<file path="config.mk">
export PLATFORM = sky130hd
export DESIGN_NAME = reaction_timer
export DESIGN_NICKNAME = d
export VERILOG_FILES = /design/src/rtl/reaction_game_pkg.sv /design/src/rtl/ms_tick_gen.sv /design/src/rtl/reaction_timer.sv
export SDC_FILE = /design/constraint.sdc
export NUM_CORES = 1
export LEC_CHECK = 0
export ABC_CLOCK_PERIOD_IN_PS = 5400
export BUFFER_PORTS_ARGS = -buffer_cell sky130_fd_sc_hd__buf_4
export CAP_MARGIN = 20
export CORE_UTILIZATION = 40
export DETAILED_ROUTE_END_ITERATION = 8
export SETUP_SLACK_MARGIN = 0.2
export SLEW_MARGIN = 25
export SYNTH_ARGS = -nofsm -noshare
export SYNTH_HDL_FRONTEND = slang
export SYNTH_SLANG_ARGS = --single-unit
</file>
<file path="constraint.sdc">
create_clock -name clk -period 5.4 [get_ports clk]
set_input_delay 1.08 -clock clk [delete_from_list [all_inputs] [get_ports clk]]
set_output_delay 1.08 -clock clk [all_outputs]
set_load 0.02 [all_outputs]
</file>
<file path="src/rtl/reaction_game_pkg.sv">
// -----------------------------------------------------------------------------
// reaction_game_pkg
// Widths and types shared by the reaction-game FSM and the reaction_timer, so
// both ends of the timer interface agree on the command/value widths.
//   TIMER_W      : width of the millisecond reaction count (timer_value)
//   GAME_TIMER_W : width of the elapsed game-seconds count (game_timer_value)
// -----------------------------------------------------------------------------
package reaction_game_pkg;

  localparam int TIMER_W      = 11;
  localparam int GAME_TIMER_W = 6;

  typedef logic [TIMER_W-1:0]      timer_t;
  typedef logic [GAME_TIMER_W-1:0] game_timer_t;

  // Reload value for a down-count: never start above the ceiling.
  function automatic timer_t clamp_load(input timer_t value, input timer_t ceiling);
    return (value > ceiling) ? ceiling : value;
  endfunction

endpackage

</file>
<file path="src/rtl/ms_tick_gen.sv">
// -----------------------------------------------------------------------------
// ms_tick_gen
// Prescaler that divides the system clock down to a one-cycle tick every
// CLKS_PER_MS enabled cycles. The partial count is held while run is low.
//   clk   : system clock
//   rst_n : asynchronous active-low reset
//   clear : synchronous clear of the partial count (wins over run)
//   run   : advance the prescaler this cycle
//   tick  : high in the enabled cycle where the count sits at CLKS_PER_MS-1
// -----------------------------------------------------------------------------
module ms_tick_gen #(
  parameter int CLKS_PER_MS = 50000
) (
  input  logic clk,
  input  logic rst_n,
  input  logic clear,
  input  logic run,
  output logic tick
);

  localparam int              CNT_W = (CLKS_PER_MS > 1) ? $clog2(CLKS_PER_MS) : 1;
  localparam logic [CNT_W-1:0] LAST = CNT_W'(CLKS_PER_MS - 1);

  logic [CNT_W-1:0] cnt_q, cnt_d;
  logic             at_last;

  assign at_last = (cnt_q == LAST);

  // NOTE: every always_comb output gets a default on entry so no path leaves
  // it unassigned, which is what would otherwise infer a latch.
  always_comb begin
    cnt_d = cnt_q;
    if (clear) begin
      cnt_d = '0;
    end else if (run) begin
      cnt_d = at_last ? '0 : cnt_q + CNT_W'(1);
    end
  end

  // NOTE: state registers use non-blocking assignment so every flop samples
  // the pre-edge values regardless of process evaluation order.
  always_ff @(posedge clk or negedge rst_n) begin
    if (!rst_n) begin
      cnt_q <= '0;
    end else begin
      cnt_q <= cnt_d;
    end
  end

  // A clear in the same cycle is resolved by the consumer's priority logic.
  assign tick = run && at_last;

endmodule

</file>
<file path="src/rtl/reaction_timer.sv">
// -----------------------------------------------------------------------------
// reaction_timer
// Millisecond timing engine for the reaction game: a saturating up/down ms
// counter with a terminal-count pulse, and a game-length seconds counter.
//   clk, rst_n        : clock, asynchronous active-low reset
//   reset             : reload ms counter (0 when up, else min(load_value,MAX_MS))
//   up                : count direction, 1 = up, 0 = down
//   enable            : ms counter and its prescaler run while high
//   load_value        : reload value for down-counting
//   timer_value       : current ms count (registered)
//   timer_done        : one-cycle pulse on counting onto the terminal value
//   game_reset        : clear game prescaler, ms sub-counter and seconds
//   game_timer_enable : game timer runs while high
//   game_timer_value  : elapsed game seconds, saturating at GAME_LEN_S
//   game_over         : high while game_timer_value == GAME_LEN_S
// -----------------------------------------------------------------------------
module reaction_timer
  import reaction_game_pkg::*;
#(
  parameter int CLKS_PER_MS = 50000,
  parameter int MAX_MS      = 2047,
  parameter int MS_PER_S    = 1000,
  parameter int GAME_LEN_S  = 60
) (
  input  logic                    clk,
  input  logic                    rst_n,
  input  logic                    reset,
  input  logic                    up,
  input  logic                    enable,
  input  logic [TIMER_W-1:0]      load_value,
  output logic [TIMER_W-1:0]      timer_value,
  output logic                    timer_done,
  input  logic                    game_reset,
  input  logic                    game_timer_enable,
  output logic [GAME_TIMER_W-1:0] game_timer_value,
  output logic                    game_over
);

  localparam timer_t      MAX_V      = timer_t'(MAX_MS);
  localparam game_timer_t GAME_LEN_V = game_timer_t'(GAME_LEN_S);
  localparam int          SUB_W      = (MS_PER_S > 1) ? $clog2(MS_PER_S) : 1;
  localparam logic [SUB_W-1:0] SUB_LAST = SUB_W'(MS_PER_S - 1);

  // ---------------------------------------------------------------------------
  // Reaction ms counter
  // ---------------------------------------------------------------------------
  logic   react_tick;
  timer_t timer_q, timer_d;
  logic   done_q, done_d;

  ms_tick_gen #(
    .CLKS_PER_MS(CLKS_PER_MS)
  ) u_react_tick (
    .clk  (clk),
    .rst_n(rst_n),
    .clear(reset),
    .run  (enable),
    .tick (react_tick)
  );

  // done_d is only raised on a counting step that lands on the terminal value,
  // so sitting at saturation or reloading to 0 never produces a pulse.
  always_comb begin
    timer_d = timer_q;
    done_d  = 1'b0;
    if (reset) begin
      timer_d = up ? '0 : clamp_load(load_value, MAX_V);
    end else if (enable && react_tick) begin
      if (up) begin
        if (timer_q < MAX_V) begin
          timer_d = timer_q + timer_t'(1);
          done_d  = (timer_d == MAX_V);
        end
      end else begin
        if (timer_q != '0) begin
          timer_d = timer_q - timer_t'(1);
          done_d  = (timer_d == '0);
        end
      end
    end
  end

  always_ff @(posedge clk or negedge rst_n) begin
    if (!rst_n) begin
      timer_q <= '0;
      done_q  <= 1'b0;
    end else begin
      timer_q <= timer_d;
      done_q  <= done_d;
    end
  end

  assign timer_value = timer_q;
  assign timer_done  = done_q;

  // ---------------------------------------------------------------------------
  // Game seconds counter
  // ---------------------------------------------------------------------------
  logic              game_tick;
  logic [SUB_W-1:0]  sub_q, sub_d;
  game_timer_t       sec_q, sec_d;

  ms_tick_gen #(
    .CLKS_PER_MS(CLKS_PER_MS)
  ) u_game_tick (
    .clk  (clk),
    .rst_n(rst_n),
    .clear(game_reset),
    .run  (game_timer_enable),
    .tick (game_tick)
  );

  always_comb begin
    sub_d = sub_q;
    sec_d = sec_q;
    if (game_reset) begin
      sub_d = '0;
      sec_d = '0;
    end else if (game_tick) begin
      if (sub_q == SUB_LAST) begin
        sub_d = '0;
        if (sec_q < GAME_LEN_V) begin
          sec_d = sec_q + game_timer_t'(1);
        end
      end else begin
        sub_d = sub_q + SUB_W'(1);
      end
    end
  end

  always_ff @(posedge clk or negedge rst_n) begin
    if (!rst_n) begin
      sub_q <= '0;
      sec_q <= '0;
    end else begin
      sub_q <= sub_d;
      sec_q <= sec_d;
    end
  end

  assign game_timer_value = sec_q;
  assign game_over        = (sec_q == GAME_LEN_V);

endmodule

</file>
==> qor.csv, run 1 <==
metric;value;unit
slew at the pin with the worst max-slew slack;0.779;ns
commonest cells in the netlist;dfrtp_1 (60), nor2_1 (42), nand2_1 (29), o21ai_0 (25), nand3_1 (23);
FF-to-FF setup slack;2.54;ns
TritonCTS Buffers;9;
Util after Layout;46.7;%
Area contributors post-synth;dfrtp_1 (40%), xnor2_1 (4.4%), nor2_1 (4.2%);
Net Switching;0.295;mW
RR Startpoint;timer_value[0];
post-cts resize count;0;
syn nets;458;
simple-gate share of the synthesized area;29.6;%
hold_ws;0.494;ns
Post-CTS Setup Bufs;0;
first drt pass iteration count;4;
CTS sink cnt;60;
slew margin rel.;48.1;%
initial antenna violation count;0;
overall routing resource usage;20.3;%
post-DP HPWL;6210;um
die height;99.3;um
first-pass GRT wire length;15700;um
EDFF count, synth;0;
row cnt;35;
Vias;3372;
final setup vio count;0;
Internal;0.739;mW
crit path capture;timer_value[4];
Final Net Count;486;
power density over cell area;241;nW/um^2
# diodes;0;
mux cell area share after synthesis;0.793;%
largest net degree at the start of global routing;61;
Initial DRC Count;198;
cell with the most instances after synthesis;dfrtp_1;
Max Slew Vio Count;0;
Yosys Warn Count;0;
main combinational cell family by area after synthesis;simple AND/OR/NAND/NOR gates;
crit-path max FO;10;
Max Buffers Root-to-Sink;2;
fraction of the mapped netlist area in adder cells;2.97;%
Finished Layout Cells;574;
Fin Clk Skew;0.00831;ns
RSZ-0062 raised after global routing;no;
grt ovf;0;
Largest delay share family, worst path;simple AND/OR/NAND/NOR gates;
I/O Pins;37;
largest area contributor in the netlist;dfrtp_1;
CP Data Required Time;5.66;ns
Syn Std Cell Area;3790;um^2
CP Launch Type;flop;
clock latency on the worst-skew pair;0.35;ns
area of the core;9200;um^2
routability cong.;0.877;
Chip Width;99.3;um
Max Cap Viol;0;
Sw Share;28.6;%
Mapped Cells;431;
Hold Crit Class;reg -> reg;
placed cell count;559;
Setup TNS Final;0;ns
fillers;898;
Port Buffers;36;
r2r endpoint;timer_value[4];
period utilization;53.0;%
Gate power share;12.7;%
Unique masters post-synth;55;
Max Clk Rate;349;MHz
post-synthesis xor/xnor area fraction;6.71;%
#FFs+latches synth;60;
top-area cell type share of the netlist area;39.7;%
asr flop ratio synth;100;%
root buf cell;clkbuf_8;
LEAKAGE;1.76;nW
critical setup path kind;reg -> reg;
DRC violations left;0;
Worst path max stage delay;0.54;ns
final WL;9190;um
maximum vdd drop;0.111;mV
CP max-delay cell;nor4_1;
sequential fraction of the synthesis area;39.7;%
vias in the first global route;3162;
final-report hold violation count;0;
WP depth;7;
CTS clk-pin slew, worst paths;0.07;ns
main flop type after synthesis;dfrtp_1;
CP Cell Sequence;inv_1 -> ha_1 -> or3b_2 -> nor4_1 -> or4_1 -> o21ai_0 -> a31oi_1;
register share of total power;48.4;%
post-route ant nets;0;
CTS tree;built;
CTS HTree Levels;3;
worst r2r path cells;7;
total power;1.03;mW
WP buf/inv;1;
outcome;complete, no violations;
CTS Hold Bufs;0;
CP Capture Type;flop;
worst endpoint data arrival time;3.12;ns
Starting Density;41.2;%
die footprint;9860;um^2
Wirelength per Cell;16.0;um
crit path from;timer_value[0];
crit path time final;2.86;ns
syn_area_per_cell;8.78;um^2
growth of design area from synthesis to finish;13.4;%
Compound-Gate Fraction of Synth Area;15.6;%
share of cells above drive strength 1;13.4;%
drt via density;5.87;
Clk network pwr share;38.9;%
## layout by cell type (no fill, tap or decap), types with 10 or more instances in the layout
cell	netlist	final
o31ai_1	12	12
nor4_1	14	14
a21oi_1	21	21
inv_1	13	13
nor2_1	42	42
dfrtp_1	60	60
xnor2_1	19	19
nor3_1	14	14
o21ai_0	25	25
xor2_1	10	10
clkbuf_8	4	10
nand4_1	11	11
or3_1	12	12
nand3_1	23	23
nand2_1	29	29
buf_4	1	38
and3_1	15	15
## worst min path at each step
| stage | from | to | slack, ns | depth (start not counted) |
|---|---|---|---|---|
| 4_1_cts | sub_q[8] | sub_q[8] | 0.49 | 1 |
| 2_1_floorplan | sub_q[8] | sub_q[8] | 0.44 | 1 |
| 3_3_place_gp | sub_q[8] | sub_q[8] | 0.47 | 1 |
| 3_5_place_dp | sub_q[8] | sub_q[8] | 0.48 | 1 |
| 6_report | sub_q[8] | sub_q[8] | 0.49 | 1 |
| 5_1_grt | sub_q[8] | sub_q[8] | 0.51 | 1 |
## per-layer routing
layer | vias up | share of wire (%) | GRT usage, %
li1 | 1667 | - | -
met1 | 1622 | 48 | 28.4
met2 | 73 | 46 | 31.0
met3 | 10 | 5.1 | 5.90
met4 | 0 | 1.1 | 4.98
met5 | - | 0 | 0
## power groups by stage
stage	Clock [mW]	Sequential (mW)	Combinational (mW)
floorplan	0	0.500	0.0862
global placement	0	0.507	0.129
detailed placement	0	0.508	0.131
CTS	0.418	0.499	0.132
global route	0.435	0.504	0.148
finish	0.403	0.500	0.131
## final cells by class
cell class / count / area [um^2] / share of cell area [%]
Clock buffer: 10 / 138 / 3.21
Multi-Input combinational cell: 336 / 2130 / 49.5
Inverter: 14 / 52.6 / 1.22
Sequential cell: 60 / 1500 / 35.0
Timing Repair Buffer: 38 / 285 / 6.64
Tap cell: 111 / 139 / 3.23
Clock inverter: 5 / 52.6 / 1.22
## worst register-to-register path, stage by stage, from the launching register on
cell and delay, ns:
dfrtp_1 0.50, inv_1 0.19, ha_1 0.27, or3b_2 0.52, nor4_1 0.54, or4_1 0.42, o21ai_0 0.15, a31oi_1 0.20
## registers in the layout (all words and copies together) (netlist names)
register and flops:
u_game_tick.cnt_q 16, sub_q 10, game_timer_value 6, u_react_tick.cnt_q 16
timer_done 1, timer_value 11
## metrics by stage
step	setup WS, ns	instance area (um^2)
after floorplan	2.48	3790
after global placement	2.28	4090
after detailed placement	2.25	4090
after CTS	2.55	4280
after global routing	2.28	4290
final	2.54	4290
## kinds of logic after synthesis
kind of cell	after synthesis
fa+ha+maj	9
simple gates	203
xor+xnor	29
flops	60
buf+inv	35
compound gates	92
mux	3
Power figures use the tool's default switching activity.
==> run 2: changes to the inputs <==
ABC_AREA = 1   (was unset)
ABC_CLOCK_PERIOD_IN_PS = 2450   (was 5400)
clock period = 2.45 ns   (was 5.4 ns; I/O delays follow)
==> run 2 against run 1 <==
- die area up 7.1%
- clock skew up 0.0036 ns
- clock-buffer cell count up 3
- largest cell class unchanged
- area after synthesis up 7.2%
- non-clock buffer count up 3
- combinational power rose to 4.7 times the previous value
- critical endpoint is now game_over
==> qor.csv, run 2 <==
metric;value;unit;change
DRC violations left;0;;unchanged
crit path time final;1.98;ns;
post-route ant nets;0;;unchanged
first-pass GRT wire length;16700;um;+5.9%
fillers;1057;;+18%
Fin Clk Skew;0.0119;ns;+0.00360 ns
root buf cell;clkbuf_8;;
Hold Crit Class;in -> async;;
CP Capture Type;output port;;
#FFs+latches synth;60;;unchanged
Port Buffers;36;;unchanged
syn_area_per_cell;7.17;um^2;-18%
area of the core;9820;um^2;+6.8%
CTS sink cnt;60;;unchanged
Post-CTS Setup Bufs;0;;unchanged
Setup TNS Final;0;ns;unchanged
CTS Hold Bufs;0;;unchanged
placed cell count;731;;+31%
top-area cell type share of the netlist area;37.0;%;-2.7 points
Final Net Count;636;;+31%
most frequent cells in the layout;nand2_1 (139), nor2_1 (68), dfrtp_1 (60);;
Starting Density;41.3;%;+0.18 points
slew at the pin with the worst max-slew slack;0.783;ns;+0.00468 ns
worst endpoint data arrival time;1.49;ns;-1.63 ns
initial antenna violation count;0;;unchanged
EDFF count, synth;0;;unchanged
Max Buffers Root-to-Sink;2;;unchanged
CTS clk-pin slew, worst paths;0.07;ns;about the same
LEAKAGE;2.06;nW;+17%
routability cong.;0.870;;-0.83%
grt ovf;0;;unchanged
RSZ-0062 raised after global routing;no;;
syn nets;593;;+29%
CP max-delay cell;dfrtp_1;;
final setup vio count;0;;unchanged
commonest cells in the netlist;nand2_1 (139), nor2_1 (68), dfrtp_1 (60), inv_1 (58), nand3_1 (40);;
# diodes;0;;unchanged
Area contributors post-synth;dfrtp_1 (37%), nand2_1 (13%), nor2_1 (6.3%);;
Vias;3800;;+13%
Unique masters post-synth;45;;-18%
Syn Std Cell Area;4060;um^2;+7.2%
CTS tree;built;;
sequential fraction of the synthesis area;37.0;%;-2.7 points
period utilization;80.9;%;
CP Launch Type;flop;;
maximum vdd drop;0.296;mV;+170%
largest net degree at the start of global routing;61;;unchanged
die height;103;um;+3.5%
most common cell after layout, fill and taps aside;nand2_1;;
power density over cell area;564;nW/um^2;+130%
hold_ws;0.230;ns;-0.264 ns
clock latency on the worst-skew pair;0.34;ns;about the same
Mapped Cells;566;;+31%
critical setup path kind;reg -> out;;
cell with the most instances after synthesis;nand2_1;;
largest area contributor in the netlist;dfrtp_1;;
overall routing resource usage;20.4;%;+0.065 points
Max Cap Viol;0;;unchanged
CTS HTree Levels;3;;unchanged
final-report hold violation count;0;;unchanged
Max Clk Rate;505;MHz;
final WL;9790;um;+6.5%
post-DP HPWL;7170;um;+15%
vias in the first global route;3516;;+11%
share of cells above drive strength 1;16.3;%;+2.9 points
row cnt;36;;+2.9%
slew margin rel.;47.8;%;-0.31 points
CP Cell Sequence;inv_1 -> nor3_1 -> and2_1 -> buf_4;;
CP Data Required Time;1.96;ns;-3.70 ns
Finished Layout Cells;745;;+30%
growth of design area from synthesis to finish;14.4;%;
post-cts resize count;0;;unchanged
drt via density;5.10;;-13%
asr flop ratio synth;100;%;unchanged
TritonCTS Buffers;9;;unchanged
Initial DRC Count;181;;-8.6%
Chip Width;103;um;+3.5%
Yosys Warn Count;0;;unchanged
Worst path max stage delay;0.44;ns;-0.10 ns
I/O Pins;37;;unchanged
crit-path max FO;6;;-4
die footprint;10600;um^2;+7.1%
outcome;complete, no violations;;
Wirelength per Cell;13.1;um;-18%
first drt pass iteration count;5;;+1
main flop type after synthesis;dfrtp_1;;
Max Slew Vio Count;0;;unchanged
-- run 2: changes by cell type after synthesis, sizes merged, moves of 14 or more --
cell / before / now
and3: 15 / 0
nor3: 14 / 31
o21ai: 25 / 41
inv: 13 / 64
or3: 14 / 0
nand2: 29 / 147
nand3: 23 / 43
xnor2: 19 / 2
clkbuf: 18 / 2
nor2: 42 / 78
-- run 2: report_power, final --
group | switching [mW] | total (mW) | internal (mW) | leakage [nW]
Sequential | 0.111 | 1.17 | 1.06 | 0.815
Clock | 0.388 | 0.828 | 0.440 | 0.0876
Combinational | 0.390 | 0.621 | 0.231 | 1.16
Total | 0.889 | 2.62 | 1.73 | 2.06
-- run 2: path summary, 6_finish.rpt --
check                                          to                start  slack, ns  depth (start not counted)
setup / recovery                        game_over  game_timer_value[2]       0.47                          4
hold / removal             u_react_tick.cnt_q[15]                rst_n       0.23                          1
setup reg to reg                   timer_value[5]       timer_value[0]       0.56                          9
hold reg to reg                          sub_q[1]             sub_q[1]       0.52                          2
max in group asynchronous          timer_value[3]                rst_n       1.70                          1
min in group clk           u_react_tick.cnt_q[15]               enable       0.40                          3
-- run 2: kinds of logic (layout without fill, tap and decap cells) --
group | Yosys count | in the layout | share of synthesized area (%)
flops | 60 | 60 | 37.0
compound gates | 77 | 77 | 11.5
fa+ha+maj | 9 | 9 | 2.77
xor+xnor | 16 | 16 | 3.45
buf+inv | 73 | 119 | 7.64
simple gates | 331 | 331 | 37.7
-- run 2: cell type report --
cell class	count	area, um^2	area share (%)
Tap cell	133	166	3.58
Inverter	64	243	5.23
Clock buffer	13	169	3.64
Multi-Input combinational cell	433	2250	48.4
Sequential cell	60	1500	32.3
Clock inverter	1	7.51	0.162
Timing Repair Buffer	41	308	6.63
-- run 2: worst max-delay path, delay by kind of cell (launching register included) --
| kind | cells | cell delay [ns] |
|---|---|---|
| buffers and inverters | 2 | 0.22 |
| DFF | 1 | 0.44 |
| and+or+nand+nor | 2 | 0.50 |
-- run 2: through the flow --
step | utilization, % | power [mW] | area (um^2) | setup WS, ns
after global placement | 45.5 | 1.81 | 4470 | 0.597
after CTS | 47.3 | 2.65 | 4640 | 0.451
final | 47.3 | 2.62 | 4640 | 0.468
after floorplan | - | 1.59 | 4060 | 0.636
after detailed placement | 45.5 | 1.81 | 4470 | 0.588
after global routing | 47.3 | 2.79 | 4640 | 0.331
-- run 2: routing by layer --
metal / vias up / routed length [um] / global-route usage, %
li1: 1948 / - / -
met1: 1748 / 4770 / 29.1
met2: 96 / 4470 / 31.2
met3: 8 / 477 / 3.73
met4: 0 / 76 / 6.39
met5: - / 0 / 0
